--- config.mk ---
export PLATFORM = sky130hd
export DESIGN_NAME = dct8_stream_core
export DESIGN_NICKNAME = d
export VERILOG_FILES = /design/src/rtl/dct8_stream_core.sv
export SDC_FILE = /design/constraint.sdc
export NUM_CORES = 1
export LEC_CHECK = 0
export ABC_AREA = 1
export CAP_MARGIN = 20
export CORE_MARGIN = 8
export CORE_UTILIZATION = 38
export DETAILED_ROUTE_END_ITERATION = 8
export PLACE_DENSITY = 0.52
export SLEW_MARGIN = 20
export SYNTH_ARGS = -nofsm -noshare
export SYNTH_HDL_FRONTEND = slang
export SYNTH_SLANG_ARGS = --single-unit
--- constraint.sdc ---
create_clock -name clk_i -period 15.1 [get_ports clk_i]
set_input_delay 3.02 -clock clk_i [delete_from_list [all_inputs] [get_ports clk_i]]
set_output_delay 3.02 -clock clk_i [all_outputs]
set_load 0.03 [all_outputs]
--- src/rtl/dct8_stream_core.sv ---
// Sequential 8-point 1-D DCT/IDCT: loads 8 samples, runs 64 MACs through an elaborated
// coefficient ROM, then streams 8 saturated results. Define DCT8_ROUND_EN for round-half-up.
module dct8_stream_core #(
    parameter int unsigned IN_W      = 8,
    parameter int unsigned OUT_W     = 12,
    parameter int unsigned COEF_W    = 14,
    parameter int unsigned COEF_FRAC = 12
) (
    input  logic             clk_i,
    input  logic             clr_ni,
    input  logic             mode_i,
    input  logic             in_valid_i,
    output logic             in_ready_o,
    input  logic [IN_W-1:0]  in_data_i,
    output logic             out_valid_o,
    input  logic             out_ready_i,
    output logic [OUT_W-1:0] out_data_o,
    output logic [2:0]       out_idx_o,
    output logic             busy_o
);
    localparam int unsigned AccW = IN_W + COEF_W + 3;
    localparam int unsigned SumW = AccW + 1;

    // cos(m*pi/16) scaled by 2^30, folded onto the first quadrant by symmetry.
    function automatic longint cos_q30(input int m);
        int     r;
        longint v;
        logic   neg;
        r = m % 32;
        if (r > 16) r = 32 - r;
        neg = (r > 8);
        if (neg) r = 16 - r;
        case (r)
            0:       v = 64'sd1073741824;
            1:       v = 64'sd1053110176;
            2:       v = 64'sd992008094;
            3:       v = 64'sd892783698;
            4:       v = 64'sd759250125;
            5:       v = 64'sd596538995;
            6:       v = 64'sd410903207;
            7:       v = 64'sd209476638;
            default: v = 64'sd0;
        endcase
        return neg ? -v : v;
    endfunction

    // Entry k*8+n holds C[k][n], rounded half away from zero.
    function automatic logic [64*COEF_W-1:0] rom_init();
        logic [64*COEF_W-1:0] rom;
        longint               p, mag, q;
        rom = '0;
        for (int k = 0; k < 8; k++) begin
            for (int n = 0; n < 8; n++) begin
                p   = ((k == 0) ? 64'sd379625062 : 64'sd536870912) * cos_q30((2 * n + 1) * k);
                mag = (p < 0) ? -p : p;
                q   = (mag + (64'sd1 <<< (59 - COEF_FRAC))) >>> (60 - COEF_FRAC);
                if (p < 0) q = -q;
                rom[(k * 8 + n) * COEF_W +: COEF_W] = q[COEF_W-1:0];
            end
        end
        return rom;
    endfunction

    localparam logic [64*COEF_W-1:0] Rom = rom_init();
    localparam logic signed [SumW-1:0] SatMax = {{(SumW-OUT_W+1){1'b0}}, {(OUT_W-1){1'b1}}};
    localparam logic signed [SumW-1:0] SatMin = {{(SumW-OUT_W+1){1'b1}}, {(OUT_W-1){1'b0}}};
`ifdef DCT8_ROUND_EN
    localparam logic signed [SumW-1:0] RoundAdd = SumW'(1) << (COEF_FRAC - 1);
`else
    localparam logic signed [SumW-1:0] RoundAdd = '0;
`endif

    typedef enum logic [1:0] {StLoad, StCompute, StOutput} state_e;

    state_e                  state_q, state_d;
    logic                    in_ready_q, in_ready_d;
    logic                    out_valid_q, out_valid_d;
    logic                    mode_q, mode_d;
    logic [2:0]              icnt_q, icnt_d;
    logic [2:0]              ocnt_q, ocnt_d;
    logic signed [AccW-1:0]  acc_q, acc_d;
    logic signed [IN_W-1:0]  sbuf_q [8];
    logic signed [OUT_W-1:0] rbuf_q [8];
    logic                    load_we, rbuf_we;

    logic [5:0]              rom_idx;
    logic signed [COEF_W-1:0] coef;
    logic signed [AccW-1:0]  coef_x, samp_x, prod, mac_sum;
    logic signed [SumW-1:0]  sum, shifted;
    logic signed [OUT_W-1:0] result;

    // Inverse mode walks the ROM transposed: outer index is n, inner is k.
    assign rom_idx = mode_q ? {icnt_q, ocnt_q} : {ocnt_q, icnt_q};
    assign coef    = Rom[rom_idx*COEF_W +: COEF_W];
    assign coef_x  = AccW'(coef);
    assign samp_x  = AccW'(sbuf_q[icnt_q]);
    assign prod    = coef_x * samp_x;
    assign mac_sum = prod + ((icnt_q == 3'd0) ? '0 : acc_q);
    assign sum     = SumW'(mac_sum) + RoundAdd;
    assign shifted = sum >>> COEF_FRAC;

    always_comb begin
        result = shifted[OUT_W-1:0];
        if (shifted > SatMax) begin
            result = SatMax[OUT_W-1:0];
        end else if (shifted < SatMin) begin
            result = SatMin[OUT_W-1:0];
        end
    end

    always_comb begin
        state_d     = state_q;
        in_ready_d  = in_ready_q;
        out_valid_d = out_valid_q;
        mode_d      = mode_q;
        icnt_d      = icnt_q;
        ocnt_d      = ocnt_q;
        acc_d       = acc_q;
        load_we     = 1'b0;
        rbuf_we     = 1'b0;
        case (state_q)
            StLoad: begin
                in_ready_d = 1'b1;
                if (in_valid_i && in_ready_q) begin
                    load_we = 1'b1;
                    icnt_d  = icnt_q + 3'd1;
                    if (icnt_q == 3'd0) mode_d = mode_i;
                    if (icnt_q == 3'd7) begin
                        state_d    = StCompute;
                        in_ready_d = 1'b0;
                    end
                end
            end
            StCompute: begin
                acc_d  = mac_sum;
                icnt_d = icnt_q + 3'd1;
                if (icnt_q == 3'd7) begin
                    rbuf_we = 1'b1;
                    ocnt_d  = ocnt_q + 3'd1;
                    if (ocnt_q == 3'd7) begin
                        state_d     = StOutput;
                        out_valid_d = 1'b1;
                    end
                end
            end
            StOutput: begin
                if (out_ready_i) begin
                    ocnt_d = ocnt_q + 3'd1;
                    if (ocnt_q == 3'd7) begin
                        state_d     = StLoad;
                        out_valid_d = 1'b0;
                        in_ready_d  = 1'b1;
                    end
                end
            end
            default: state_d = StLoad;
        endcase
    end

    always_ff @(posedge clk_i or negedge clr_ni) begin
        if (!clr_ni) begin
            state_q     <= StLoad;
            in_ready_q  <= 1'b0;
            out_valid_q <= 1'b0;
            mode_q      <= 1'b0;
            icnt_q      <= '0;
            ocnt_q      <= '0;
            acc_q       <= '0;
            for (int i = 0; i < 8; i++) begin
                sbuf_q[i] <= '0;
                rbuf_q[i] <= '0;
            end
        end else begin
            state_q     <= state_d;
            in_ready_q  <= in_ready_d;
            out_valid_q <= out_valid_d;
            mode_q      <= mode_d;
            icnt_q      <= icnt_d;
            ocnt_q      <= ocnt_d;
            acc_q       <= acc_d;
            if (load_we) sbuf_q[icnt_q] <= in_data_i;
            if (rbuf_we) rbuf_q[ocnt_q] <= result;
        end
    end

    assign in_ready_o  = in_ready_q;
    assign out_valid_o = out_valid_q;
    assign out_data_o  = out_valid_q ? rbuf_q[ocnt_q] : '0;
    assign out_idx_o   = out_valid_q ? ocnt_q : '0;
    assign busy_o      = (state_q != StLoad);

endmodule

# == Word-level counts from Yosys, hierarchy flattened ==
# Cells that the tools add are included.
# word_totals
regBits,196
output_inout_bits,18
# classes
add_sub_neg,3
multipliers,2
order_cmp,6
n_eq_ne,10
shift,1
muxes,43
bitwise,2
n_reduce_logical,15
# op_table
cell,count
$shiftx 896x11->14 const A,1
$bwmux 96,1
$mux 12,6
$bwmux 64,1
$bmux 12 s3,1
$demux 12 s3,1
$add 25x25->25,1
$mux 25,1
$bmux 8 s3,1
$demux 8 s3,1
$mux 8,3
$mul 14x8->22,1
$gt 13x12->1 const B,1
$lt 13x12->1 const B,1
$mux 2,6
$mux 3,4
$ne 2x2->1 const B,6
$pmux 3 s2,2
$mux 1,11
$mul 6x3->9 const B,1
$reduce_and 3->1,3
$ge 4x4->1 const B,2
$lt 4x1->1 const B,2
$not 3->4,2
14 further kinds,22

# == Logic depth before layout (Yosys ltp) ==
# Gate-level depths: netlist of run 1.
# depth
ltp_word,10
ltp_mapped,48
ltp_nobuf,47

# == Worst setup path after synthesis of run 1 ==
# No wires, ideal clock.
# synth_timing
path_kind,register -> register
from,reg ocnt_q[0]
to,reg rbuf_q[33] (netlist bit)
arrival_time_ps,7347
required_ps,14982
slack_ps,7635
stages_incl_launch_ff,46
path_buffers,3
period_less_slack_ps,7465
cell_sequence,dfrtp_1 -> buf_2 -> inv_2 -> nand2_1 -> o21ai_2 -> inv_1 -> ha_1 -> nor2_1 -> o21ai_0 -> inv_1 -> nand2_1 -> o311ai_1 -> nand2_1 -> or2_1 -> fa_1 -> fa_1 -> inv_1 -> fa_1 -> [... 10 more ...] -> nand3_1 -> nand2_1 -> xor2_1 -> ha_1 -> a21oi_1 -> o21ai_0 -> nand2_1 -> nand2_1 -> nor2_1 -> nand3_1 -> nand2_1 -> nand2_1 -> inv_1 -> nand3_4 -> buf_8 -> buf_6 -> nand3_1 -> nand2_1
# synth_between
elab_chain_cells,9
word_cells_on_any_way,16
cone_classes,1 x add/sub; 2 x mul; 4 x order compare; 1 x shift; 6 x mux; 1 x bitwise; 1 x reduce/logical
# synth_lines
element,line_no,text
from (decl),80,"logic [2:0] ocnt_q, ocnt_d;"
from (signal assigned),179,ocnt_q <= ocnt_d;
$mux 6,93,"assign rom_idx = mode_q ? {icnt_q, ocnt_q} : {ocnt_q, icnt_q};"
$mul 6x3->9,94,assign coef = Rom[rom_idx*COEF_W +: COEF_W];
$shiftx 896x11->14,94,
$mul 14x8->22,97,assign prod = coef_x * samp_x;
$add 25x25->25,98,assign mac_sum = prod + ((icnt_q == 3'd0) ? '0 : acc_q);
$lt 13x12->1,106,end else if (shifted < SatMin) begin
$mux 12,106,
$mux 12,104,if (shifted > SatMax) begin
$bwmux 96 (*),182,if (rbuf_we) rbuf_q[ocnt_q] <= result;
"to (signal, indexed assignment)",182,
to (decl),83,logic signed [OUT_W-1:0] rbuf_q [8];
# Every way passes the cells marked *; elsewhere a longest branch is shown, timed or not.
# A chain may end at the register's enable or synchronous reset.

# == Worst setup path after layout of run 1 ==
# layout_timing
from,reg ocnt_q[2]
to,reg rbuf_q[53] (netlist bit)
# Same word-level chain as after synthesis.

==> summary.md, run 1 <==
| Metric | Value |
|---|---|
| DIE AREA | `45,500 um2` |
| Max Slew Vio Count | `0` |
| Final wirelength | `43,000 um` |
| Crit path arrival time | `9.72 ns` |
| Worst hold slack | `0.479 ns` |
| Synth Area in Compound Gates | `12.8%` |
| Post-synth EDFFs | `0` |
| IO Pins | `31` |
| Main combinational cell family by area after synthesis | `simple AND/OR/NAND/NOR gates` |
| Pin count of the biggest net entering global routing | `78` |
| Minimum clock period | `9.38 ns` |
| Worst slew pin tran | `0.904 ns` |
| Initial Utilization | `38.4%` |
| Die W | `213 um` |
| Antenna Cells | `0` |
| Vias | `12,600` |
| Post-synthesis sequential area ratio | `33.1%` |
| Max Buffers Root-to-Sink | `2` |
| Max-cap viol count | `0` |
| Setup violations, final | `0` |
| DRC | `0` |
| Setup TNS | `0 ns` |
| Buffers added on ports | `30` |
| CTS buffer count | `17` |
| Required @ worst endpoint | `15.45 ns` |
| RSZ-0062 raised after global routing | `false` |
| Outcome | `finished clean` |
| Vias in the first global route | `12,600` |
| Placer Congestion | `0.901` |
| Yosys warns | `0` |
| Avg Vias per Cell | `5.17` |
| Layout cell share with drive strength beyond 1 | `5.98%` |
| Synthesized area | `14,800 um2` |
| Routed WL per cell | `17.6 um` |
| Type of element capturing the critical path | `flip-flop` |
| Area Overhead vs Synth | `9.20%` |
| CTS Hold Buffers Added | `0` |
| Drt first pass iters | `5` |
| Initial antenna violation count | `0` |
| Tot GR Track Use | `19.6%` |
| Crit share post-route | `62.1%` |
| Startpoint Class | `flip-flop` |
| Post-synthesis adder-cell area fraction | `18.0%` |
| Setup Skew | `0.0173 ns` |
| CORE AREA | `38,600 um2` |
| Final HPWL DP | `30,200 um` |
| CP most frequent cell | `nand2_1` |
| Async set-reset flop share out of synthesis | `100%` |
| CTS root buffer | `clkbuf_16` |
| Clk_lat worst skew | `0.46 ns` |
| Max frequency | `0.107 GHz` |
| Crit path kind | `flip-flop to flip-flop` |
| CP max stage delay | `0.55 ns` |
| Detail Route Antenna Nets | `0` |
| Post-synthesis mux area share | `0%` |
| Post-Syn Instances | `1,904` |
| CP top delay family | `simple AND/OR/NAND/NOR gates` |
| Simple-gate share of the synthesized area | `25.1%` |
| Post-synth net total | `2,078` |
| Post-CTS Resized | `0` |
| Fill count | `4,064` |
| Gr ovfl total | `0` |
| Cell variety after synth | `54` |
| CTS clk-pin slew, worst paths | `0.08 ns` |
| Synth Register Bits | `196` |
| Site Rows | `72` |
| DIE HEIGHT | `213 um` |
| Post-CTS Setup Repair Bufs | `0` |
| CP bufs+invs | `7` |
| CTS tree | `built` |
| Cell with the largest stage delay on the worst path | `fa_1` |
| First-pass GRT wire length | `69,700 um` |
| Synth Flop Type | `dfrtp_1` |
| CP max FO | `60` |
| Initial DRC count | `789` |
| Relative slew slack | `39.6%` |
| Final layout net count | `2,083` |
| Syn_area_per_cell | `7.78 um2` |
| Hold Crit Class | `flip-flop to flip-flop` |
| H-tree lvl count | `4` |
| Sink Count | `196` |
| Post-Synth XOR/XNOR Area | `2.31%` |
| Fin. Hold Viols | `0` |
## synthesized netlist by cell type, drive strengths merged (3+ instances only)
cell | instances | area share (%)
a221oi | 12 | 0.71
o22ai | 26 | 1.1
o22a | 6 | 0.35
xnor2 | 15 | 0.89
o211ai | 6 | 0.30
nand3 | 102 | 4.2
nor2 | 197 | 5.1
dfrtp | 196 | 33
inv | 261 | 6.6
o2111ai | 4 | 0.24
a41oi | 10 | 0.59
xor2 | 24 | 1.4
clkbuf | 41 | 1.0
buf | 23 | 1.1
a21oi | 64 | 2.2
o21ai | 132 | 4.6
nand4 | 8 | 0.34
fa | 86 | 12
or2 | 12 | 0.51
a21o | 7 | 0.35
nor3 | 24 | 0.81
a22oi | 16 | 0.81
nand2 | 526 | 14
a22o | 7 | 0.41
o31ai | 3 | 0.15
ha | 75 | 6.3
a31oi | 8 | 0.34
## metal layers
metal / vias to the layer above / share of wire [%] / global-route usage, %
met1: 6119 / 46 / 26.0
li1: 6117 / - / -
met5: - / 0 / 0
met2: 315 / 47 / 32.3
met4: 0 / 2.5 / 6.41
met3: 67 / 4.9 / 3.35
## state kept, by name, indices dropped and copies added (netlist names)
name         count
in_ready_o       1
mode_q           1
rbuf_q          96
sbuf_q          64
state_q          2
ocnt_q           3
acc_q           25
out_valid_o      1
icnt_q           3
## area by class of cell
cell class / count / area [um2] / area share, %
inverter: 261 / 980 / 6.06
clock buffer: 21 / 460 / 2.85
tap: 518 / 648 / 4.01
multi-input combinational: 1383 / 8610 / 53.2
timing repair buffer: 50 / 462 / 2.85
sequential: 196 / 4900 / 30.3
clock inverter: 11 / 111 / 0.689
## kinds of logic (layout without fill, tap and decap cells)
group | after synthesis | count (layout)
AND/OR/NAND/NOR | 872 | 872
buffers and inverters | 325 | 343
AO/OA/AOI/OAI | 311 | 311
flip-flops | 196 | 196
adder cells (fa/ha/maj) | 161 | 161
XOR/XNOR | 39 | 39
## worst register-to-register path, delay by kind of cell (launching register included)
kind	cells	cell delay, ns
XOR/XNOR	1	0.16
AND/OR/NAND/NOR	21	3.51
AO/OA/AOI/OAI	8	1.66
flip-flops	1	0.48
adder cells (fa/ha/maj)	6	2.77
buffers and inverters	7	0.72
## per-stage QoR
stage / worst slack [ns] / cells / cell area [um2] / utilization (%)
floorplan: 7.64 / 1904 / 14800 / -
global placement: 5.80 / 2408 / 15600 / 40.4
detailed placement: 5.71 / 2408 / 15600 / 40.4
CTS: 5.68 / 2440 / 16200 / 41.9
global route: 4.77 / 2440 / 16200 / 41.9
finish: 5.72 / 2440 / 16200 / 41.9
## path summary, 6_finish.rpt
| check | endpoint | cells after the start | slack, ns | from |
|---|---|---|---|---|
| max reg2reg | rbuf_q[53] | 43 | 5.72 | ocnt_q[2] |
| min reg2reg | sbuf_q[51] | 2 | 0.48 | sbuf_q[51] |
| max | rbuf_q[53] | 43 | 5.72 | ocnt_q[2] |
| min | sbuf_q[51] | 2 | 0.48 | sbuf_q[51] |
| min in group asynchronous | acc_q[3] | 1 | 2.50 | clr_ni |
| max in group asynchronous | rbuf_q[6] | 2 | 11.51 | clr_ni |
## cell usage in the layout (no fill, tap or decap), types with 5 or more instances in the layout
cell type,count
clkdlybuf4s50_1,29
nand3_1,83
o21ai_0,118
a22oi_1,16
nand2_4,9
ha_1,75
nand4_1,8
o21ai_1,8
nor2_1,193
inv_8,5
o21ai_2,6
fa_1,86
a221oi_1,12
buf_4,18
nand2_1,511
xor2_1,24
a31oi_1,8
o22a_1,6
nand2_2,5
nand3_2,17
a21oi_1,63
nor3_1,24
dfrtp_1,196
a41oi_1,10
a22o_1,7
or2_2,8
o22ai_1,26
clkbuf_16,17
inv_2,10
inv_1,251
xnor2_1,15
o211ai_1,6
a21o_1,7
Power of run 1 is left out: the tool's default activity adds up to more than one toggle a clock period on the data nets, which glitch-free logic cannot reach.
==> run 2: changes to the inputs <==
clock period = 9.45 ns   (was 15.1 ns; I/O delays follow)
==> run 2 against run 1 <==
  * Critical path type unchanged
  * Maximum frequency is 7.6% higher
  * Cell area is 0.74% higher
  * Highest routed layer unchanged
  * First-iteration DRC count is 22% higher
  * Critical endpoint is now rbuf_q[61]
  * Clock skew is 0.0042 ns higher
  * Clock-buffer cell count is 4 lower
==> summary.md, run 2 (synthesis results as in run 1) <==
| Metric | Value |
|---|---|
| Routed WL per cell | `17.5 um` |
| DIE HEIGHT | `213 um` |
| Vias | `12,600` |
| Startpoint Class | `flip-flop` |
| CTS buffer count | `17` |
| Relative slew slack | `40.6%` |
| Crit path kind | `flip-flop to flip-flop` |
| Layout cell share with drive strength beyond 1 | `6.78%` |
| DIE AREA | `45,500 um2` |
| Final HPWL DP | `30,100 um` |
| Largest Register | `rbuf_q` |
| Gr ovfl total | `0` |
| Max frequency | `0.115 GHz` |
| CP bufs+invs | `9` |
| CP most frequent cell | `nand2_1` |
| Final wirelength | `43,000 um` |
| Clk_lat worst skew | `0.47 ns` |
| RSZ-0062 raised after global routing | `false` |
| Biggest regs | `rbuf_q: 96 flops, sbuf_q: 64 flops, acc_q: 25 flops` |
| Crit path arrival time | `9.08 ns` |
| Setup violations, final | `0` |
| Fin. Hold Viols | `0` |
| Post-route setup slack | `0.733 ns` |
| Place WS | `0.347 ns` |
| Type of element capturing the critical path | `flip-flop` |
| Pin count of the biggest net entering global routing | `86` |
| CTS clk-pin slew, worst paths | `0.09 ns` |
| H-tree lvl count | `4` |
| Final layout net count | `2,093` |
| Required @ worst endpoint | `9.81 ns` |
| CORE AREA | `38,600 um2` |
| IO Pins | `31` |
| Cell with the largest stage delay on the worst path | `fa_1` |
| Sink Count | `196` |
| Worst slew pin tran | `0.889 ns` |
| Max-cap viol count | `0` |
| Buffers added on ports | `30` |
| Outcome | `finished clean` |
| CTS root buffer | `clkbuf_16` |
| Die W | `213 um` |
| Hold Crit Class | `flip-flop to flip-flop` |
| Site Rows | `72` |
| Drt first pass iters | `5` |
| Placed cell count | `2,413` |
| Crit share post-route | `92.2%` |
| Vias in the first global route | `12,600` |
| Detail Route Antenna Nets | `0` |
| Setup TNS | `0 ns` |
| Initial antenna violation count | `0` |
| CTS Hold Buffers Added | `0` |
| Max Buffers Root-to-Sink | `2` |
| Minimum clock period | `8.72 ns` |
| Setup Skew | `0.0215 ns` |
| Fin cells | `2,451` |
| Max Slew Vio Count | `0` |
| CP max stage delay | `0.54 ns` |
| Tot GR Track Use | `19.5%` |
| CP max FO | `24` |
| DRC | `0` |
| Placer Congestion | `0.885` |
| Initial DRC count | `961` |
| Commonest non-fill, non-tap cell in the layout | `nand2_1` |
| CTS tree | `built` |
| Most frequent cells in the layout | `nand2_1 (509), inv_1 (250), dfrtp_1 (196)` |
| Avg Vias per Cell | `5.14` |
| Initial Utilization | `38.4%` |
| First-pass GRT wire length | `69,400 um` |
| Largest register FFs | `96` |
| Area Overhead vs Synth | `10.0%` |
| CP top delay family | `adder cells` |
==> run 2: final timing paths <==
check	endpoint	slack, ns	cells past startpoint	from
worst max-delay path	rbuf_q[61]	0.73	44	ocnt_q[1]
worst min-delay path	sbuf_q[51]	0.48	2	sbuf_q[51]
worst max register to register	rbuf_q[61]	0.73	44	ocnt_q[1]
worst min register to register	sbuf_q[51]	0.48	2	sbuf_q[51]
max in group asynchronous	sbuf_q[32]	6.58	2	clr_ni
min in group asynchronous	acc_q[0]	1.48	1	clr_ni
==> run 2: through the flow <==
stage | hold slack, ns | cell area (um2) | utilization (%)
6_report | 0.480 | 16300 | 42.3
5_1_grt | 0.501 | 16300 | 42.3
4_1_cts | 0.484 | 16200 | 42.1
3_5_place_dp | 0.465 | 15600 | 40.5
3_3_place_gp | 0.460 | 15600 | 40.5
2_1_floorplan | 0.446 | 14800 | -
==> run 2: metal layers <==
layer | vias to the layer above | track usage [%] | routed length (um)
met5 | - | 0 | 0
met4 | 0 | 5.20 | 874
met3 | 61 | 3.60 | 2330
met2 | 344 | 31.3 | 19600
met1 | 6065 | 26.7 | 20200
li1 | 6140 | - | -
==> run 2: tightest hold or removal path, stage by stage (launching register included) <==
cell     delay [ns]
dfrtp_1        0.34
nand2_1        0.05
o21ai_0        0.05
==> run 2: timing repair <==
item                                    CTS  global route
hold endpoints to repair                  0             0
endpoints found under the setup margin    0            88
setup buffers                             0             4
gates resized for setup                   0             5
==> run 2: layout make-up <==
type / count / area, um2
fillers: 4106 / 22300
multi-input cells: 1384 / 8620
flip-flops and latches: 196 / 4900
inverters: 261 / 980
well taps: 518 / 648
repair buffers: 59 / 522
clock buffers: 17 / 425
clock inverters: 15 / 186
diodes: 1 / 2.50
Power of run 2 is left out for the same reason.
